File: src/rtl/sram_uart_host_if.sv
// Request/response, TX byte-stream and RX byte-stream signals of the SRAM UART host.
// The master side drives requests and the link; the slave side is the host engine.
interface sram_uart_host_if #(
  parameter int ADDR_W = 5
);
  logic              req_valid;
  logic              req_ready;
  logic [1:0]        req_op;
  logic [ADDR_W-1:0] req_addr;
  logic [31:0]       req_wdata;
  logic              rsp_valid;
  logic [31:0]       rsp_rdata;
  logic              rsp_err;
  logic              tx_valid;
  logic              tx_ready;
  logic [7:0]        tx_data;
  logic              rx_valid;
  logic              rx_ready;
  logic [7:0]        rx_data;
  logic              rx_stray;
  logic              busy;

  modport master (
    output req_valid, req_op, req_addr, req_wdata, tx_ready, rx_valid, rx_data,
    input  req_ready, rsp_valid, rsp_rdata, rsp_err, tx_valid, tx_data, rx_ready,
           rx_stray, busy
  );

  modport slave (
    input  req_valid, req_op, req_addr, req_wdata, tx_ready, rx_valid, rx_data,
    output req_ready, rsp_valid, rsp_rdata, rsp_err, tx_valid, tx_data, rx_ready,
           rx_stray, busy
  );
endinterface

File: src/rtl/sram_uart_host.sv
// Serializes word-level SRAM/SoC requests into command and data bytes and
// reassembles 4-byte read responses, with a per-byte response timeout.
module sram_uart_host #(
  parameter int ADDR_W      = 5,
  parameter int TIMEOUT_W   = 16,
  parameter int RSP_TIMEOUT = 50000
) (
  input logic              clk,
  input logic              rst_n,
  sram_uart_host_if.slave  bus
);
  localparam logic [2:0] IDLE     = 3'd0;
  localparam logic [2:0] CMD      = 3'd1;
  localparam logic [2:0] WDATA    = 3'd2;
  localparam logic [2:0] RCOLLECT = 3'd3;
  localparam logic [2:0] DONE     = 3'd4;

  localparam logic [1:0] OP_WR = 2'b00;
  localparam logic [1:0] OP_RD = 2'b01;

  localparam bit                   TMO_EN   = (RSP_TIMEOUT != 0);
  localparam logic [TIMEOUT_W-1:0] TMO_LAST = TIMEOUT_W'(RSP_TIMEOUT - 1);

  logic [2:0]           state_q, state_d;
  logic [1:0]           op_q, op_d;
  logic [ADDR_W-1:0]    addr_q, addr_d;
  logic [31:0]          wdata_q, wdata_d;
  logic [1:0]           cnt_q, cnt_d;
  logic [TIMEOUT_W-1:0] tmo_q, tmo_d;
  logic [31:0]          shift_q, shift_d;
  logic                 err_q, err_d;
  logic                 tx_valid_q, tx_valid_d;
  logic [7:0]           tx_data_q, tx_data_d;
  logic                 rsp_valid_q, rsp_valid_d;
  logic [31:0]          rsp_rdata_q, rsp_rdata_d;
  logic                 rsp_err_q, rsp_err_d;
  logic                 rx_stray_q, rx_stray_d;

  logic req_ready, req_fire, tx_fire, rx_fire;

  // The op field alone picks the upper command bits; SoC commands carry no address.
  function automatic logic [7:0] cmd_byte(input logic [1:0] op, input logic [ADDR_W-1:0] addr);
    case (op)
      2'b00:   cmd_byte = {3'b000, addr};
      2'b01:   cmd_byte = {3'b001, addr};
      2'b10:   cmd_byte = 8'h40;
      default: cmd_byte = 8'h80;
    endcase
  endfunction

  assign req_ready = rst_n && (state_q == IDLE);
  assign req_fire  = bus.req_valid && req_ready;
  assign tx_fire   = tx_valid_q && bus.tx_ready;
  assign rx_fire   = bus.rx_valid;

  always_comb begin
    // NOTE: every *_d starts from its held value so no path leaves a signal unassigned (no latches).
    state_d     = state_q;
    op_d        = op_q;
    addr_d      = addr_q;
    wdata_d     = wdata_q;
    cnt_d       = cnt_q;
    tmo_d       = tmo_q;
    shift_d     = shift_q;
    err_d       = err_q;
    tx_valid_d  = tx_valid_q;
    tx_data_d   = tx_data_q;
    rsp_valid_d = 1'b0;
    rsp_rdata_d = rsp_rdata_q;
    rsp_err_d   = rsp_err_q;
    rx_stray_d  = rx_fire && (state_q != RCOLLECT);

    case (state_q)
      IDLE: if (req_fire) begin
        op_d       = bus.req_op;
        addr_d     = bus.req_addr;
        wdata_d    = bus.req_wdata;
        tx_valid_d = 1'b1;
        tx_data_d  = cmd_byte(bus.req_op, bus.req_addr);
        state_d    = CMD;
      end
      CMD: if (tx_fire) begin
        cnt_d = 2'd0;
        if (op_q == OP_WR) begin
          tx_data_d = wdata_q[7:0];
          state_d   = WDATA;
        end else if (op_q == OP_RD) begin
          tx_valid_d = 1'b0;
          tmo_d      = '0;
          shift_d    = '0;
          err_d      = 1'b0;
          state_d    = RCOLLECT;
        end else begin
          tx_valid_d = 1'b0;
          state_d    = DONE;
        end
      end
      WDATA: if (tx_fire) begin
        if (cnt_q == 2'd3) begin
          tx_valid_d = 1'b0;
          state_d    = DONE;
        end else begin
          cnt_d     = cnt_q + 2'd1;
          tx_data_d = wdata_q[{cnt_q + 2'd1, 3'b000} +: 8];
        end
      end
      RCOLLECT: begin
        // A byte landing on the timeout cycle takes priority over the timeout.
        if (rx_fire) begin
          shift_d = {bus.rx_data, shift_q[31:8]};
          cnt_d   = cnt_q + 2'd1;
          tmo_d   = '0;
          if (cnt_q == 2'd3) state_d = DONE;
        end else if (TMO_EN && (tmo_q == TMO_LAST)) begin
          err_d   = 1'b1;
          state_d = DONE;
        end else begin
          tmo_d = tmo_q + 1'b1;
        end
      end
      DONE: begin
        rsp_valid_d = 1'b1;
        rsp_rdata_d = (op_q == OP_RD) ? shift_q : 32'h0;
        rsp_err_d   = (op_q == OP_RD) && err_q;
        state_d     = IDLE;
      end
      default: state_d = IDLE;
    endcase
  end

  always_ff @(posedge clk or negedge rst_n) begin
    if (!rst_n) begin
      state_q     <= IDLE;
      op_q        <= 2'b00;
      addr_q      <= '0;
      wdata_q     <= '0;
      cnt_q       <= '0;
      tmo_q       <= '0;
      shift_q     <= '0;
      err_q       <= 1'b0;
      tx_valid_q  <= 1'b0;
      tx_data_q   <= '0;
      rsp_valid_q <= 1'b0;
      rsp_rdata_q <= '0;
      rsp_err_q   <= 1'b0;
      rx_stray_q  <= 1'b0;
    end else begin
      // NOTE: non-blocking updates so every flop samples pre-edge values.
      state_q     <= state_d;
      op_q        <= op_d;
      addr_q      <= addr_d;
      wdata_q     <= wdata_d;
      cnt_q       <= cnt_d;
      tmo_q       <= tmo_d;
      shift_q     <= shift_d;
      err_q       <= err_d;
      tx_valid_q  <= tx_valid_d;
      tx_data_q   <= tx_data_d;
      rsp_valid_q <= rsp_valid_d;
      rsp_rdata_q <= rsp_rdata_d;
      rsp_err_q   <= rsp_err_d;
      rx_stray_q  <= rx_stray_d;
    end
  end

  assign bus.req_ready = req_ready;
  assign bus.rsp_valid = rsp_valid_q;
  assign bus.rsp_rdata = rsp_rdata_q;
  assign bus.rsp_err   = rsp_err_q;
  assign bus.tx_valid  = tx_valid_q;
  assign bus.tx_data   = tx_data_q;
  assign bus.rx_ready  = 1'b1;
  assign bus.rx_stray  = rx_stray_q;
  assign bus.busy      = (state_q != IDLE);
endmodule

File: src/flat_wrapper.sv
// flat-port wrapper written by rule: the top's interface ports become plain ports
module sram_uart_host_flat 
#(
  parameter int ADDR_W      = 5,
  parameter int TIMEOUT_W   = 16,
  parameter int RSP_TIMEOUT = 50000
)
  (clk, rst_n, bus_req_valid, bus_req_op, bus_req_addr, bus_req_wdata, bus_tx_ready, bus_rx_valid, bus_rx_data, bus_req_ready, bus_rsp_valid, bus_rsp_rdata, bus_rsp_err, bus_tx_valid, bus_tx_data, bus_rx_ready, bus_rx_stray, bus_busy);
  sram_uart_host_if #(.ADDR_W(ADDR_W)) bus_i ();
  input logic clk;
  input logic rst_n;
  input wire logic [$bits(bus_i.req_valid)-1:0] bus_req_valid;
  input wire logic [$bits(bus_i.req_op)-1:0] bus_req_op;
  input wire logic [$bits(bus_i.req_addr)-1:0] bus_req_addr;
  input wire logic [$bits(bus_i.req_wdata)-1:0] bus_req_wdata;
  input wire logic [$bits(bus_i.tx_ready)-1:0] bus_tx_ready;
  input wire logic [$bits(bus_i.rx_valid)-1:0] bus_rx_valid;
  input wire logic [$bits(bus_i.rx_data)-1:0] bus_rx_data;
  output wire logic [$bits(bus_i.req_ready)-1:0] bus_req_ready;
  output wire logic [$bits(bus_i.rsp_valid)-1:0] bus_rsp_valid;
  output wire logic [$bits(bus_i.rsp_rdata)-1:0] bus_rsp_rdata;
  output wire logic [$bits(bus_i.rsp_err)-1:0] bus_rsp_err;
  output wire logic [$bits(bus_i.tx_valid)-1:0] bus_tx_valid;
  output wire logic [$bits(bus_i.tx_data)-1:0] bus_tx_data;
  output wire logic [$bits(bus_i.rx_ready)-1:0] bus_rx_ready;
  output wire logic [$bits(bus_i.rx_stray)-1:0] bus_rx_stray;
  output wire logic [$bits(bus_i.busy)-1:0] bus_busy;
  assign bus_i.req_valid = bus_req_valid;
  assign bus_i.req_op = bus_req_op;
  assign bus_i.req_addr = bus_req_addr;
  assign bus_i.req_wdata = bus_req_wdata;
  assign bus_i.tx_ready = bus_tx_ready;
  assign bus_i.rx_valid = bus_rx_valid;
  assign bus_i.rx_data = bus_rx_data;
  assign bus_req_ready = bus_i.req_ready;
  assign bus_rsp_valid = bus_i.rsp_valid;
  assign bus_rsp_rdata = bus_i.rsp_rdata;
  assign bus_rsp_err = bus_i.rsp_err;
  assign bus_tx_valid = bus_i.tx_valid;
  assign bus_tx_data = bus_i.tx_data;
  assign bus_rx_ready = bus_i.rx_ready;
  assign bus_rx_stray = bus_i.rx_stray;
  assign bus_busy = bus_i.busy;
  sram_uart_host #(.ADDR_W(ADDR_W), .TIMEOUT_W(TIMEOUT_W), .RSP_TIMEOUT(RSP_TIMEOUT)) u_core (.clk(clk), .rst_n(rst_n), .bus(bus_i));
endmodule
File: config.mk
export PLATFORM = sky130hd
export DESIGN_NAME = sram_uart_host_flat
export DESIGN_NICKNAME = d
export VERILOG_FILES = /design/src/rtl/sram_uart_host_if.sv /design/src/rtl/sram_uart_host.sv /design/src/flat_wrapper.sv
export SDC_FILE = /design/constraint.sdc
export NUM_CORES = 1
export LEC_CHECK = 0
export BUFFER_PORTS_ARGS = -buffer_cell sky130_fd_sc_hd__buf_2
export CORE_MARGIN = 2
export CORE_UTILIZATION = 56
export DETAILED_ROUTE_END_ITERATION = 10
export HOLD_SLACK_MARGIN = 0.06
export PLACE_DENSITY = 0.79
export SYNTH_ARGS = -nofsm -noshare
export SYNTH_HDL_FRONTEND = slang
export SYNTH_SLANG_ARGS = --single-unit
File: constraint.sdc
create_clock -name clk -period 2.3 [get_ports clk]
set_input_delay 0.69 -clock clk [delete_from_list [all_inputs] [get_ports clk]]
set_output_delay 0.69 -clock clk [all_outputs]
set_load 0.005 [all_outputs]
Word-level counts from Yosys, hierarchy flattened --
Index checks and enable logic that the tools add are counted.
Word-level totals: register bits 132, latch bits 0, bits in writable memories 0, memory bits (read-only) 0, bits of input ports 52, output and inout port bits 47, logic and storage cells 105, memories 0
Cells by class: add/sub/neg operators 2, $mul 0, div/mod/pow operators 0, magnitude comparators 0, equality and inequality tests 23, shift-type cells 1, muxes and demuxes 46, bitwise gates (word level) 0, reduce and logical (&&, ||, !) cells 20
Operators by type and width (count):
- two-way mux 32 bit | 5
- two-way mux 16 bit | 5
- one-hot mux 32 bit (2 select lines) | 1
- one-hot mux 8 bit (3 select lines) | 2
- two-way mux 8 bit | 5
- one-hot mux 16 bit (2 select lines) | 1
- variable part select 32 x 6 -> 8 bit | 1
- two-way mux 3 bit | 8
- AND reduction 6 bit | 3
- adder 16 x 1 -> 16 bit, second input constant | 1
- == test 16 bit, second input constant | 1
- AND reduction 5 bit | 3
- inequality test 2 x 1 -> 1 bit, second input constant | 7
- one-hot mux 3 bit (4 select lines) | 1
- two-way mux 1 bit | 11
- nonzero test 3 bit | 3
- two-way mux 2 bit | 4
- inequality test 2 bit, second input constant | 4
- == test 3 x 2 -> 1 bit, second input constant | 2
- inequality test 3 x 2 -> 1 bit, second input constant | 2
- one-hot mux 2 bit (3 select lines) | 1
- logical AND 1 bit | 5
- == test 2 x 1 -> 1 bit, second input constant | 2
- == test 2 bit, second input constant | 2
- other kinds (11) | 12

Longest topological paths before layout --
Gate-level depths: netlist of run 1.
depth after elaboration 5, mapped depth 7, gate-level depth less buffers 5

Worst setup path before layout of run 1 --
No wires, ideal clock.
path type register to register, start point register u_core.cnt_q[0], end point register u_core.tx_data_q[7] (netlist: u_core.bus.tx_data[7]), library setup time 125 ps, arrival time 1845 ps, data required time 2175 ps, slack 330 ps, stages on the path, launching flop included 6, path buffers 1, clock period less this slack 1970 ps, cell sequence dfrtp_1 -> ha_1 -> clkbuf_1 -> mux4_2 -> a221o_1 -> mux2_4
On the way: cells in the longest elaborated chain, start to end 5, elaborated cells on any way between the ends 8, those cells by class add/sub: 1; eq/ne: 2; shift: 1; mux: 3; reduce/logical: 1
Ends and longest elaborated chain:
- from (decl) | line sram_uart_host.sv:28 | logic [1:0] cnt_q, cnt_d;
- from (signal assigned) | line sram_uart_host.sv:153 | cnt_q <= cnt_d;
- adder 2 x 1 -> 2 bit | line sram_uart_host.sv:104 | tx_data_d = wdata_q[{cnt_q + 2'd1, 3'b000} +: 8];
- variable part select 32 x 6 -> 8 bit | line sram_uart_host.sv:104
- two-way mux 8 bit | line sram_uart_host.sv:99 | if (cnt_q == 2'd3) begin
- two-way mux 8 bit | line sram_uart_host.sv:98 | WDATA: if (tx_fire) begin
- one-hot mux 8 bit (3 select lines) | line sram_uart_host.sv:73 | case (state_q)
- to (signal assigned) | line sram_uart_host.sv:158 | tx_data_q <= tx_data_d;
- to (decl) | line sram_uart_host.sv:33 | logic [7:0] tx_data_q, tx_data_d;
Parallel ways exist; a longest one is shown, timed or not. The select of a mux whose other input is x is not followed. A chain may end at the register's enable or synchronous reset.

Worst setup path in the final report of run 1 --
start point register u_core.state_q[1], end point output bus_req_ready
On the way: cells in the longest elaborated chain, start to end 2
Ends and longest elaborated chain:
- from (decl) | line sram_uart_host.sv:24 | logic [2:0] state_q, state_d;
- from (signal assigned) | line sram_uart_host.sv:149 | state_q <= state_d;
- zero test 3 bit | line sram_uart_host.sv:51 | assign req_ready = rst_n && (state_q == IDLE);
- logical AND 1 bit | line sram_uart_host.sv:51
- to (decl) | line flat_wrapper.sv:19 | output wire logic [$bits(bus_i.req_ready)-1:0] bus_req_ready;
No other way between the ends.

==> results.toml, run 1 <==
[routing]
drc = 0
drt_iter0_markers = 353
via_per_inst = 5.99
first_pass_iters = 5
wl_mm = 13.6
highest_layer = "met4"
met2WireLength_mm = 6.85
vias = 4526
drt-met1-wl_mm = 5.61
wl_per_cell_um = 18.0
wl_met3_um = 903
ant_nets = 0

[die]
chipHeight_um = 107
die-width_um = 107
dieArea_um2 = 11400
start_util_pct = 57.5
fp-row-count = 37
core_um2 = 10300
pin_count = 99

[sta]
min_period_ps = 2210
tightest_slew_ps = 1250
fmax_mhz = 452
relSlewSlack_pct = 16.5
skew_ps = 7.84
rsz0062_at_grt = "no"
drv_slew = 0
setup_viol = 0
final.period_utilization_pct = 96.3
finalHoldViolCount = 0

[layout]
fin_util_pct = 69.3
fin_nets = 662
syn_to_final_growth_pct = 20.4
drive_above_1_share_pct = 26.8
n_antenna_cell = 0
finalNonFillerCells = 756

[clock_network]
cts_tree = "built"
clockRootBuffer = "clkbuf_8"
cts_buffer_depth = 2
clock_sinks = 132
insertion_delay_ps = 520
ctsHoldBuffers = 0
htreeDepth = 4
clkTransAtPathRegs_ps = 60
cts_made_buffers = 17

[worst_setup_path]
worstPathRequired_ps = 1610
reg2reg_slack_ps = 200
r2r_start = "u_core.state_q[1]"
path_max_fanout = 15
reg2reg_depth = 3
cp-start-kind = "flip-flop"
critPathCaptureType = "output pin"
crit_arrival_ps = 1520
critPathKind = "flip-flop to output pin"
endpoint = "bus_req_ready"
r2r-end = "u_core.shift_q[11]"
cp-startpoint = "u_core.state_q[1]"

[synth]
ys_warn_count = 0
synthMuxAreaShare_pct = 12.0
synth_area_leaders = "dfrtp_1 (56%), mux2_1 (7.0%), nand2_1 (5.2%), a22o_1 (4.9%), o21ai_1 (3.6%)"
yosys.area_share.simple_pct = 11.5
yosys.area_share.adder_pct = 0.635
synth_compound_area_share_pct = 15.2
yosysSeqAreaShare_pct = 55.9
yosys-top-cells-count = "dfrtp_1 (132), nand2_1 (82), o21ai_1 (42)"
synth_xor_area_share_pct = 0.148
syn_area_per_cell_um2 = 11.6
synth_edf_count = 0
netlist_instances = 511
synth_top_cell_by_area = "dfrtp_1"
syn_area_um2 = 5910
synth_top_family_by_area = "compound AO/OA/AOI/OAI gates"
synth-main-ff-cell = "dfrtp_1"
post-synth-top-count-cell = "dfrtp_1"
yosys.area.top_type_share_pct = 55.9
async_flop_share_pct = 100
yosysUniqueCellTypes = 59
synth_nets = 566
ys_ff_latch = 132

[global_routing]
grt_remaining_overflow = 0
antenna_found_initial = 0
grt_pass1_vias = 4574
grt_first_pass_wirelength_mm = 22.4
track_usage_pct = 25.2
grt_start_max_net_pins = 133

[power]
power_uw = 9340
leakagePower_uw = 0.00336
power_density_nw_per_um2 = 1310
ir_drop_mv = 0.807

[outcome]
outcome = "finished clean"

[placement]
port_buffers = 97
globalplace.congestion = 0.920
dp_hpwl_mm = 8.87
dp.cells = 722

[worst_hold_path]
hold_class = "primary input to asynchronous set/reset pin"

[job]
max_cap_violations = 0
## registers in the layout, summed over array words and instances, names as in the netlist
register	cells
u_core.bus.rx_stray	1
u_core.bus.rsp_valid	1
u_core.bus.rsp_err	1
u_core.op_q	2
u_core.state_q	3
u_core.bus.rsp_rdata	32
u_core.err_q	1
u_core.bus.tx_data	8
u_core.shift_q	32
u_core.wdata_q	32
u_core.tmo_q	16
u_core.cnt_q	2
u_core.bus.tx_valid	1
## repair_timing
item                                    CTS  global route
endpoints found under the setup margin    2             1
gates resized for setup                   3             0
buffers inserted                          0             2
pin swaps                                 0             1
hold endpoints to repair                  0             0
## cells by family after synthesis
group | after synthesis
muxes | 54
other | 1
and+or+nand+nor | 135
AOI/OAI and AO/OA | 132
xor gates and xnor gates | 1
adders and majority gates | 3
DFF | 132
buffers and inverters | 53
## worst min-delay path by stage
stage / from / cells past startpoint / slack [ps] / to
3_5_place_dp: u_core.bus.rsp_rdata[16] / 2 / 470 / u_core.bus.rsp_rdata[16]
2_1_floorplan: rst_n / 0 / 390 / u_core.bus.rsp_err
4_1_cts: rst_n / 2 / 320 / u_core.wdata_q[23]
6_report: rst_n / 2 / 260 / u_core.bus.tx_data[7]
5_1_grt: rst_n / 2 / 340 / u_core.wdata_q[31]
3_3_place_gp: u_core.bus.rsp_rdata[2] / 2 / 460 / u_core.bus.rsp_rdata[2]
## report_power, final
part           total (µW)  switching [µW]  internal (µW)
clock network        2610            1120           1490
registers            3750             627           3120
logic                2980            1510           1470
## cell usage in the layout, fill, tap and decap left out, types with 2 or more instances in the layout
| master | n |
|---|---|
| clkbuf_16 | 16 |
| a222oi_1 | 6 |
| o21ai_0 | 5 |
| a31oi_1 | 3 |
| nand4_1 | 4 |
| o21a_1 | 3 |
| dfrtp_2 | 2 |
| inv_8 | 5 |
| and2_1 | 4 |
| a22o_1 | 33 |
| dfrtp_1 | 130 |
| and4b_1 | 2 |
| o21ai_2 | 2 |
| nor2_4 | 2 |
| nand2_1 | 81 |
| nor3_1 | 3 |
| or4_1 | 6 |
| buf_12 | 3 |
| mux2i_1 | 7 |
| mux2_1 | 37 |
| mux4_2 | 4 |
| mux4_1 | 4 |
| inv_6 | 5 |
| inv_1 | 14 |
| clkinvlp_4 | 2 |
| and3_1 | 6 |
| a211oi_1 | 2 |
| ha_1 | 3 |
| inv_2 | 3 |
| nor4b_1 | 2 |
| nand3_1 | 10 |
| nor2b_1 | 3 |
| mux2_4 | 2 |
| buf_2 | 96 |
| o21ai_1 | 41 |
| o31ai_1 | 8 |
| buf_4 | 13 |
| a21oi_1 | 18 |
## per-stage QoR
| step | worst slack [ps] | cell area, µm² | setup TNS [ps] | hold slack [ps] |
|---|---|---|---|---|
| final | 85.3 | 7120 | 0 | 264 |
| after global routing | 29.7 | 7120 | 0 | 339 |
| after CTS | 23.9 | 7100 | 0 | 321 |
| after global placement | 17.8 | 6520 | 0 | 463 |
| after floorplan | 330 | 5910 | 0 | 394 |
| after detailed placement | -71.5 | 6520 | -1560 | 471 |
## final cells by class
class / count / area, µm²
sequential: 132 / 3310
fill: 756 / 3160
multi-input combinational: 326 / 2360
timing repair buffer: 113 / 649
clock buffer: 17 / 414
tap: 136 / 170
clock inverter: 15 / 159
inverter: 17 / 63.8
## layer usage
| layer | global-route usage (%) | vias up |
|---|---|---|
| met5 | 0 | - |
| met4 | 8.44 | 0 |
| met3 | 6.87 | 28 |
| met2 | 41.9 | 198 |
| met1 | 32.1 | 2244 |
| li1 | - | 2056 |
## worst max-delay path: stages (launching register included)
cell and delay [ps]:
dfrtp_2 510, nor2_4 180, and3_1 190, buf_2 110
No activity file was read; power rests on OpenSTA's default activity.
==> inputs of run 2 (changes only) <==
--- a/config.mk
+++ b/config.mk
@@ -6,11 +6,13 @@
 export NUM_CORES = 1
 export LEC_CHECK = 0
 export BUFFER_PORTS_ARGS = -buffer_cell sky130_fd_sc_hd__buf_2
+export CORE_ASPECT_RATIO = 0.6
 export CORE_MARGIN = 2
 export CORE_UTILIZATION = 56
 export DETAILED_ROUTE_END_ITERATION = 10
 export HOLD_SLACK_MARGIN = 0.06
 export PLACE_DENSITY = 0.79
+export SLEW_MARGIN = 0
 export SYNTH_ARGS = -nofsm -noshare
 export SYNTH_HDL_FRONTEND = slang
 export SYNTH_SLANG_ARGS = --single-unit
==> run 2 against run 1 <==
  * Wire length increased by 7.0%
  * Sequential share of layout area about the same
  * Clock skew decreased by 0.67 ps
  * Total power about the same
  * Highest routed layer unchanged
==> results.toml, run 2 (synthesis results as in run 1) <==
[power]
power.switching_uw = 3190
ir_drop_mv = 0.745
switching_share_pct = 34.1
p_clk_share_pct = 27.7
p_seq_share_pct = 40.4
leakagePower_uw = 0.00335
p_int_uw = 6150
power_density_nw_per_um2 = 1310
combPwrFrac_pct = 31.9

[routing]
via_per_inst = 6.06
first_pass_iters = 5
ant_nets = 0
wl_per_cell_um = 19.2
vias = 4592
drt_iter0_markers = 416
wl_mm = 14.6
drc = 0

[worst_hold_path]
hold_class = "primary input to asynchronous set/reset pin"

[sta]
min_period_ps = 2150
setup_viol = 0
final.period_utilization_pct = 93.6
fin_tns_setup_ps = 0
tightest_slew_ps = 697
relSlewSlack_pct = 53.5
drv_slew = 0
finalHoldViolCount = 0
skew_ps = 7.17
fmax_mhz = 465
rsz0062_at_grt = "no"

[die]
core_um2 = 10100
fp-row-count = 28
dieArea_um2 = 11400
pin_count = 99
die-width_um = 137
start_util_pct = 58.8
chipHeight_um = 83.6

[worst_setup_path]
worstPathRequired_ps = 1610
critPathCaptureType = "output pin"
path_max_fanout = 15
critPathKind = "flip-flop to output pin"
crit_arrival_ps = 1460
cp-start-kind = "flip-flop"

[clock_network]
clkTransAtPathRegs_ps = 60
cts_buffer_depth = 2
clock_sinks = 132
cts_tree = "built"
insertion_delay_ps = 410
ctsHoldBuffers = 0
clockRootBuffer = "clkbuf_16"
cts_made_buffers = 17
htreeDepth = 4

[layout]
drive_above_1_share_pct = 26.6
n_antenna_cell = 0
final_cell_area_um2 = 7110
syn_to_final_growth_pct = 20.2
fillers = 665
layout_commonest_cell = "dfrtp_1"
layout.cells.most_common_list = "dfrtp_1 (131), buf_2 (96), nand2_1 (81)"
fin_nets = 665
finalNonFillerCells = 758

[global_routing]
track_usage_pct = 27.0
grt_start_max_net_pins = 68
grt_pass1_vias = 4546
grt_remaining_overflow = 0
grt_first_pass_wirelength_mm = 23.6
antenna_found_initial = 0

[placement]
globalplace.congestion = 0.862
port_buffers = 97
dp_hpwl_mm = 9.77
dp.cells = 726
dpl_cell_area_um2 = 6530

[job]
max_cap_violations = 0

[outcome]
outcome = "finished clean"
## run 2: changes by cell type in the layout (fill, tap and decap cells not counted), sizes merged
cell | before | now
buf | 113 | 116
clkbuf | 17 | 22
clkinv | 2 | 4
clkinvlp | 2 | 3
inv | 27 | 19
## run 2: what timing repair did
| action | CTS | global route |
|---|---|---|
| gates resized for setup | 1 | 1 |
| setup buffers | 0 | 0 |
| endpoints found under the setup margin | 2 | 1 |
| hold endpoints to repair | 0 | 0 |
| pin swaps | 0 | 0 |
## run 2: critical path, stage by stage, from the launching register on
cell	delay [ps]
dfrtp_2	520
nor2_4	240
nand2_1	140
buf_2	150
## run 2: power by group through the flow
stage / registers, µW / logic [µW] / clock network [µW]
floorplan: 3540 / 2130 / 0
finish: 3770 / 2980 / 2590
CTS: 3750 / 3000 / 2620
global route: 3850 / 3270 / 2740
detailed placement: 3750 / 2950 / 0
global placement: 3690 / 2810 / 0
## run 2: worst paths after layout
path	start	end	slack (ps)	cells after the start
setup / recovery	u_core.state_q[0]	bus_busy	150	3
hold / removal	rst_n	u_core.wdata_q[30]	350	2
setup reg to reg	u_core.state_q[1]	u_core.cnt_q[0]	280	5
hold reg to reg	u_core.bus.rsp_rdata[7]	u_core.bus.rsp_rdata[7]	480	2
max in group asynchronous	rst_n	u_core.bus.rsp_rdata[3]	860	3
min in group clk	u_core.bus.rsp_rdata[7]	u_core.bus.rsp_rdata[7]	480	2
## run 2: per-stage QoR
| stage | worst slack (ps) | hold slack [ps] | utilization [%] | power (µW) |
|---|---|---|---|---|
| after floorplan | 330 | 394 | - | 5670 |
| after global placement | 240 | 463 | 64.9 | 6500 |
| after detailed placement | 140 | 471 | 64.9 | 6690 |
| after CTS | 54.8 | 363 | 70.7 | 9360 |
| after global routing | 107 | 397 | 70.7 | 9860 |
| final | 147 | 353 | 70.7 | 9340 |
## run 2: area by class of cell
type	count	area, µm²	area share (%)
timing repair buffer	116	643	9.05
clock buffer	22	474	6.67
multi-input combinational	326	2360	33.1
clock inverter	10	97.6	1.37
inverter	17	63.8	0.898
sequential	132	3300	46.5
tap	135	169	2.38
## run 2: routing by layer
metal	GRT usage [%]	share of wire [%]	vias up	wire, µm
met5	0	0	-	0
met4	7.10	1.1	0	153
met3	7.53	8.0	18	1160
met2	38.2	44	211	6450
met1	41.1	47	2310	6800
li1	-	-	2053	-
